===== src/rtl/divisor_restaurador.sv =====
// Sequential unsigned restoring divider: 2N-bit dividend / N-bit divisor.
// Produces one quotient bit per clock. Divide-by-zero and quotients that do
// not fit in N bits are flagged as overflow without iterating.
module divisor_restaurador #(
    parameter int N = 3
) (
    input  logic           clk,
    input  logic           reset,
    input  logic           start,
    input  logic [2*N-1:0] dividendo,
    input  logic [N-1:0]   divisor,
    output logic [N-1:0]   cociente,
    output logic [N-1:0]   resto,
    output logic           busy,
    output logic           done,
    output logic           overflow
);
    localparam int CW = $clog2(N + 1);

    typedef enum logic [1:0] {IDLE, ITER, FIN} state_t;

    state_t         state, state_nx;
    logic [N+1:0]   a, m;
    logic [N-1:0]   q;
    logic [CW-1:0]  cnt;

    logic [2*N+1:0] aq_sh;
    logic [N+1:0]   a_sh, t, a_nx;
    logic [N-1:0]   q_nx;
    logic           err, last;

    // Upper dividend half must be below the divisor, otherwise the quotient
    // needs more than N bits (divisor==0 is also caught by this compare).
    assign err  = (divisor == '0) || (dividendo[2*N-1:N] >= divisor);
    assign last = (cnt == CW'(1));

    // One restoring step: shift {A,Q}, trial-subtract M, keep or restore.
    always_comb begin
        aq_sh = {a, q} << 1;
        a_sh  = aq_sh[2*N+1:N];
        t     = a_sh - m;
        q_nx  = aq_sh[N-1:0];
        if (t[N+1]) begin
            a_nx    = a_sh;
            q_nx[0] = 1'b0;
        end else begin
            a_nx    = t;
            q_nx[0] = 1'b1;
        end
    end

    // State register.
    always_ff @(posedge clk or posedge reset) begin
        if (reset) state <= IDLE;
        else       state <= state_nx;
    end

    // Next-state logic and status outputs.
    always_comb begin
        state_nx = state;
        busy     = 1'b0;
        done     = 1'b0;
        case (state)
            IDLE: if (start) state_nx = err ? FIN : ITER;
            ITER: begin
                busy = 1'b1;
                if (last) state_nx = FIN;
            end
            FIN: begin
                done     = 1'b1;
                state_nx = IDLE;
            end
            default: state_nx = IDLE;
        endcase
    end

    // Datapath registers and result capture.
    always_ff @(posedge clk or posedge reset) begin
        if (reset) begin
            a        <= '0;
            q        <= '0;
            m        <= '0;
            cnt      <= '0;
            cociente <= '0;
            resto    <= '0;
            overflow <= 1'b0;
        end else begin
            case (state)
                IDLE: if (start) begin
                    if (err) begin
                        overflow <= 1'b1;
                        cociente <= '1;
                        resto    <= '0;
                    end else begin
                        a        <= {2'b00, dividendo[2*N-1:N]};
                        q        <= dividendo[N-1:0];
                        m        <= {2'b00, divisor};
                        cnt      <= CW'(N);
                        overflow <= 1'b0;
                    end
                end
                ITER: begin
                    a   <= a_nx;
                    q   <= q_nx;
                    cnt <= cnt - 1'b1;
                    // Capture the step's result, not the stale register value.
                    if (last) begin
                        cociente <= q_nx;
                        resto    <= a_nx[N-1:0];
                    end
                end
                default: ;
            endcase
        end
    end
endmodule


===== config.mk =====
export PLATFORM = sky130hd
export DESIGN_NAME = divisor_restaurador
export DESIGN_NICKNAME = d
export VERILOG_FILES = /design/src/rtl/divisor_restaurador.sv
export SDC_FILE = /design/constraint.sdc
export NUM_CORES = 1
export LEC_CHECK = 0
export ABC_AREA = 1
export CAP_MARGIN = 5
export CORE_ASPECT_RATIO = 0.9
export CORE_MARGIN = 5
export CORE_UTILIZATION = 30
export DETAILED_ROUTE_END_ITERATION = 10
export GPL_TIMING_DRIVEN = 0
export PLACE_DENSITY_LB_ADDON = 0.2
export SETUP_SLACK_MARGIN = 0.4
export SLEW_MARGIN = 0
export SYNTH_ARGS = -nofsm -noshare
export SYNTH_HDL_FRONTEND = slang
export SYNTH_SLANG_ARGS = --single-unit

===== constraint.sdc =====
create_clock -name clk -period 2.9 [get_ports clk]
set_input_delay 0.435 -clock clk [delete_from_list [all_inputs] [get_ports clk]]
set_output_delay 0.435 -clock clk [all_outputs]
set_load 0.02 [all_outputs]

# Word-level counts from Yosys, hierarchy flattened
# Cells that the tools add are included.
# totals
output_inout_bits,9
inputBits,12
ff_bits,21
elab_cells,54
# op_classes
n_eq_ne,7
mux,26
n_reduce_logical,9
n_addsub,2
n_lt_le_gt_ge,1
bitwise_logic,1
# ops
cell,count
3-bit two-way mux,8
3-bit case mux with 2 select lines,3
4-bit two-way mux,3
2-bit two-way mux,5
2-bit inequality test (second input constant),4
2-bit case mux with 2 select lines,2
4-bit case mux with 2 select lines,1
3-bit AND reduction,2
5-bit by 3-bit subtractor with 5-bit output,1
2-bit by 1-bit == test with 1-bit output (second input constant),2
1-bit two-way mux,4
2-bit AND reduction,2
4-bit AND reduction,1
3-bit >= comparator,1
3-bit logical NOT,1
2-bit == test (second input constant),1
2-bit logical NOT,1
2-bit nonzero test,1
2-bit by 1-bit subtractor with 2-bit output (second input constant),1
1-bit logical OR,1
1-bit NOT,1

# Logic depth before layout (Yosys ltp)
# Gate-level depths: netlist of run 1.
# depth
word_depth,5
mapped_depth,12
mapped_depth_nobuf,12

# Least setup slack after synthesis of run 1
# Ideal clock, no wire load.
# synth_path
path_type,register to register
from,register q[2]
to,register a[1]
n_path_buf,0
stages_incl_launch_ff,13
path_slack_ns,1.213
required_ns,2.783
arrival_time_ns,1.570
setup_ns,0.117
synth_period_minus_slack_ns,1.687
path_cell_list,dfrtp_1 inv_1 ha_1 inv_1 fa_1 nand2_1 nand2_1 nand2_2 nand2_2 nand3_1 nand3_1 nand2_1 nand2_1
# synth_via
elab_chain_cells,3
# synth_rtl
item,line,source
"start, declared",24,logic [N-1:0] q;
"start signal, assigned",96,q <= dividendo[N-1:0];
"start signal, assigned",104,q <= q_nx;
5-bit by 3-bit subtractor with 5-bit output,41,t = a_sh - m;
4-bit two-way mux,43,if (t[N+1]) begin
4-bit case mux with 2 select lines,88,case (state)
"end signal, assigned",95,"a <= {2'b00, dividendo[2*N-1:N]};"
"end signal, assigned",103,a <= a_nx;
"end, declared",23,"logic [N+1:0] a, m;"
# Every way passes these cells.
# A chain may end at the register's enable or synchronous reset.

# Final worst setup path of run 1
# layout_path
from,register state[1]
to,output busy
# layout_via
elab_chain_cells,2
# layout_rtl
item,line,source
"start, declared",22,"state_t state, state_nx;"
"start signal, assigned",55,else state <= state_nx;
2-bit by 1-bit == test with 1-bit output,63,case (state)
1-bit two-way mux,63,
"end, declared",14,"output logic busy,"
# Every way passes these cells.

==> results of run 1 <==
[per-layer routing]
| layer | share of wire, % | GRT usage, % | vias to the layer above |
|---|---|---|---|
| met4 | 0.62 | 2.25 | 0 |
| met1 | 50 | 15.8 | 497 |
| met3 | 5.8 | 3.14 | 2 |
| met5 | 0 | 0 | - |
| li1 | - | - | 568 |
| met2 | 43 | 16.4 | 26 |
[where the power goes]
part           leakage (uW)  switching, uW  internal, uW
clock             0.0000255            101          95.8
sequential         0.000258           97.8           429
combinational      0.000549            568           376
total              0.000833            766           900
[cell usage in the layout (no fill, tap or decap)]
master	n
buf_4	1
nor2_2	2
a21oi_4	1
a21oi_1	2
nand3_1	12
o21bai_1	2
fa_1	1
nor2_1	14
dfrtp_1	21
clkbuf_8	3
ha_1	7
o21ai_0	5
o21ai_1	1
inv_1	19
nor3_1	1
nand2_1	61
buf_6	1
nand4_1	4
inv_2	2
o21ai_2	3
clkdlybuf4s50_1	20
clkinv_2	1
nand2_2	6
[worst max-delay path by stage]
stage | startpoint | end | slack [ns] | cells past startpoint
2_1_floorplan | q[2] | a[1] | 1.21 | 12
3_3_place_gp | divisor[2] | a[1] | 0.70 | 10
3_5_place_dp | divisor[2] | a[0] | 0.69 | 10
4_1_cts | state[1] | busy | 0.79 | 4
5_1_grt | state[1] | busy | 0.71 | 4
6_report | state[1] | busy | 0.81 | 4
[worst max-delay path: cells and delay by family, from the launching register on]
kind,cells,cell delay (ns)
AND/OR/NAND/NOR,1,0.09
buffers and inverters,3,0.90
flip-flops,1,0.40
[logic make-up (layout without fill, tap and decap cells)]
family / Yosys count / count (layout) / share of synthesized area (%)
buffers and inverters: 23 / 47 / 7.81
AND/OR/NAND/NOR: 100 / 100 / 33.7
adder cells (fa/ha/maj): 8 / 8 / 8.61
flip-flops: 21 / 21 / 42.0
AO/OA/AOI/OAI: 14 / 14 / 7.81
[stage by stage]
stage	hold WS (ns)	worst slack, ns
global placement	0.462	0.701
floorplan	0.412	1.21
CTS	0.487	0.790
finish	0.479	0.807
global route	0.498	0.711
detailed placement	0.465	0.694
[final cells by class]
type	instances	area [sq um]	area share, %
multi-input combinational	122	627	40.3
sequential	21	526	33.8
timing repair buffer	20	200	12.9
inverter	21	78.8	5.06
tap	48	60.1	3.86
clock buffer	3	41.3	2.65
buffer	2	18.8	1.21
clock inverter	1	5.00	0.322
[state kept, by name (all words and copies together) (netlist names)]
register and count:
state 2, resto 3, q 3, a 4, m 3, cnt 2
cociente 3, overflow 1
==> metrics.yaml, run 1 <==
place.port_buffers: 20
clk_latency_ns: 0.26
postCtsHoldBufs: 0
yosys.cell_types.count: 20
final_cell_area_sq_mm: 0.00156
fp.dieH_um: 71.2
h-tree-depth: 1
gp_congestion: 0.802
rr_endpoint: "a[2]"
cap_violations: 0
post_layout_nonfiller_instances: 238
clk_path_buf_depth: 2
cts_setup_buffers: 0
avgRoutedWirePerCell_um: 11.5
hp-class: "reg2reg"
finalCritPeriodShare_pct: 72.2
grt_first_pass_wirelength_um: 4970
r2r_slack_ns: 1.01
diodes: 0
cts_tree: "done"
synth_ff_type: "dfrtp_1"
worstPathCellList: "inv_1, nand2_2, inv_2, clkdlybuf4s50_1"
drc: 0
cts_sinks: 21
routed_wl_um: 2740
grt_antenna_before_repair: 0
r2r-start: "q[2]"
crit_type: "reg2out"
yosys.area.top_type_share_pct: 42.0
r2r_cells: 12
num_vias: 1093
synth_cells: 166
cts.clk_slew.worst_paths_ns: 0.08
cp-start-kind: "register"
synth_top_area_cell: "dfrtp_1"
relSlewSlack_pct: 46.3
chipWidth_um: 78.0
dp_hpwl_um: 2200
hold_end: "resto[0]"
worstHoldPathCells: 2
setup_tns_ns: 0
ys_async_sr_fraction_pct: 100
p_total_uw: 1670
rsz0062_at_grt: "false"
hold_violations: 0
hp-start: "resto[0]"
cts_buffers: 3
end_kind: "primary output"
synth_edf_count: 0
yosys_warnings: 0
cts_root_buffer: "clkbuf_8"
ys_seq_elements: 21
grt_max_degree: 22
power_leakage_uw: 0.000833
fmax_mhz: 478
fillCellCount: 410
detail_route.iter0.violations: 45
clock_skew_ns: 0.00190
drv_slew: 0
setup_viol: 0
vdd_drop_max_mv: 0.359
crit_arrival_ns: 1.66
die-area_sq_mm: 0.00556
syn_area_per_cell_sq_um: 7.53
num_io_pins: 21
ctsResizeCount: 0
status: "complete, no violations"
final_antenna_net_count: 0
synth_area_sq_mm: 0.00125
core_sq_mm: 0.00405
rows: 22
crit_slowest_cell: "clkdlybuf4s50_1"
crit_path_max_fanout: 10
grt_pass1_vias: 1092
synthToLayoutAreaGrowth_pct: 24.5
finish.net_count: 211
seq_area_frac_synth_pct: 42.0
tightest_slew_ns: 0.804
drive_above_1_share_pct: 10.5
powerDensity_mw_per_mm2: 1070
syn-num-nets: 186
vias_per_cell: 4.59
post-route-min-period_ns: 2.09
synth.area.top_cells: "dfrtp_1 42%, nand2_1 18%, ha_1 7.0%, inv_1 5.7%, nand3_1 4.8%"
utilization_pct: 38.5
dpl_cell_area_sq_mm: 0.00151
ys_top_cells_by_count: "61 x nand2_1, 21 x dfrtp_1, 19 x inv_1"
grt.total_usage_pct: 10.9
grt_overflow_total: 0
yosysMostFrequentCell: "nand2_1"
required_ns: 2.47
first_pass_iters: 4
start_util_pct: 30.9
max_stage_delay_ns: 0.63
dp.cells: 234
Power figures use the tool's default switching activity.
==> run 2, diff against run 1 <==
==> constraint.sdc (replaced) <==
create_clock -name clk -period 1.8 [get_ports clk]
set_input_delay 0.27 -clock clk [delete_from_list [all_inputs] [get_ports clk]]
set_output_delay 0.27 -clock clk [all_outputs]
set_load 0.02 [all_outputs]
==> metrics.yaml, run 2 (synthesized netlist as in run 1, its figures left out) <==
drc: 0
chipWidth_um: 78.0
grt_pass1_vias: 1183
rsz0062_at_grt: "true"
final_cell_mix: "53 x nand2_1, 21 x dfrtp_1, 16 x inv_1"
post-route-min-period_ns: 1.76
grt_first_pass_wirelength_um: 5440
final_antenna_net_count: 0
clk_latency_ns: 0.26
gp_congestion: 0.830
utilization_pct: 45.8
p_clk_share_pct: 9.5
post_layout_nonfiller_instances: 254
finalCritPeriodShare_pct: 98.0
relSlewSlack_pct: 45.8
cts_buffers: 3
routed_wl_um: 3350
grt_overflow_total: 0
diodes: 0
sw_frac_of_total_pct: 47.5
cts_tree: "done"
cp-start-kind: "register"
first_pass_iters: 4
crit_type: "reg2reg"
vdd_drop_max_mv: 0.632
fillCellCount: 393
fmax_mhz: 567
cts.clk_slew.worst_paths_ns: 0.08
grt_max_degree: 22
hp-class: "in2reg"
largest_reg_flops: 4
drv_slew: 0
power_leakage_uw: 0.000988
tightest_slew_ns: 0.812
finalHoldWorstSlack_ns: 0.249
intPower_uw: 1730
cts_root_buffer: "clkbuf_8"
setup_viol: 0
rows: 22
grt.total_usage_pct: 12.0
num_vias: 1198
power.switching_uw: 1570
worst_slack_ns: 0.0362
crit_start: "q[2]"
crit_arrival_ns: 1.92
drive_above_1_share_pct: 34.5
seq_power_share_pct: 26.4
cts_sinks: 21
hold_violations: 0
fp.dieH_um: 71.2
hp-start: "divisor[2]"
r2r-start: "q[2]"
clock_skew_ns: 0.00396
status: "complete, no violations"
p_comb_share_pct: 64.1
start_util_pct: 30.9
core_sq_mm: 0.00405
num_io_pins: 21
cap_violations: 0
final_common_cell: "nand2_1"
place.port_buffers: 20
top_register: "a"
p_total_uw: 3300
dp_hpwl_um: 2230
detail_route.iter0.violations: 66
finish.net_count: 227
end_kind: "register"
clk_path_buf_depth: 2
grt_antenna_before_repair: 0
dp.cells: 234
crit_path_max_fanout: 4
required_ns: 1.96
pre_cts_ws_ns: -0.259
powerDensity_mw_per_mm2: 1780
synthToLayoutAreaGrowth_pct: 48.1
die-area_sq_mm: 0.00556
h-tree-depth: 1
vias_per_cell: 4.72
avgRoutedWirePerCell_um: 13.2
==> run 2: changes by cell type in the layout (fill, tap and decap cells not counted), sizes merged <==
cell and change:
clkinv +1, clkbuf +2, inv -1, nand2 +1, dlygate4sd2 +9, clkdlybuf4s50 -15
buf +19
==> run 2: layer usage <==
layer  vias up  track usage [%]  routed length [um]
li1        606                -                   -
met1       547             15.7                1500
met2        43             20.0                1630
met3         2             3.64                 206
met4         0             1.88                  17
met5         -                0                   0
==> run 2: path summary, 6_finish.rpt <==
check / slack (ns) / endpoint / cells past startpoint
setup / recovery: 0.04 / resto[0] / 12
hold / removal: 0.25 / m[2] / 3
setup reg to reg: 0.04 / resto[0] / 12
hold reg to reg: 0.48 / resto[0] / 2
max in group asynchronous: 0.83 / m[2] / 2
min in group asynchronous: 0.47 / cociente[2] / 2
==> run 2: repair_timing <==
action / 4_1_cts / 5_1_grt
endpoints found under the setup margin: 30 / 21
gates cloned: 2 / 0
hold buffers: 0 / 0
pin swaps: 17 / 14
resized for setup: 53 / 27
setup buffers: 6 / 8
==> run 2: area by class of cell <==
| cell class | instances | area, sq um | area share, % |
|---|---|---|---|
| well taps | 48 | 60.1 | 3.24 |
| inverters | 21 | 83.8 | 4.53 |
| clock inverters | 1 | 5.00 | 0.270 |
| plain buffers | 2 | 22.5 | 1.22 |
| multi-input cells | 123 | 810 | 43.7 |
| repair buffers | 35 | 304 | 16.4 |
| flip-flops and latches | 21 | 526 | 28.4 |
| clock buffers | 3 | 41.3 | 2.23 |
==> run 2: worst max-delay path, stage by stage (launching register included) <==
cell and delay (ns):
dfrtp_1 0.40, inv_1 0.06, ha_2 0.17, inv_2 0.04
fa_2 0.36, nand2_4 0.12, nand2_4 0.06, nand2_4 0.08
nand2_4 0.08, nand3_2 0.09, nand2_1 0.05, nand2_1 0.08
nand2_1 0.05
==> run 2: power by group through the flow <==
stage	combinational (uW)	sequential (uW)	clock [uW]
5_1_grt	2340	902	342
4_1_cts	1890	850	323
6_report	2110	870	313
3_3_place_gp	1520	850	0
2_1_floorplan	1040	913	0
3_5_place_dp	1570	858	0
==> run 2: metrics by stage <==
step | setup TNS (ns) | instance area (sq um)
2_1_floorplan | 0 | 1250
3_3_place_gp | -3.57 | 1520
3_5_place_dp | -4.12 | 1520
4_1_cts | 0 | 1750
5_1_grt | -0.184 | 1850
6_report | 0 | 1850
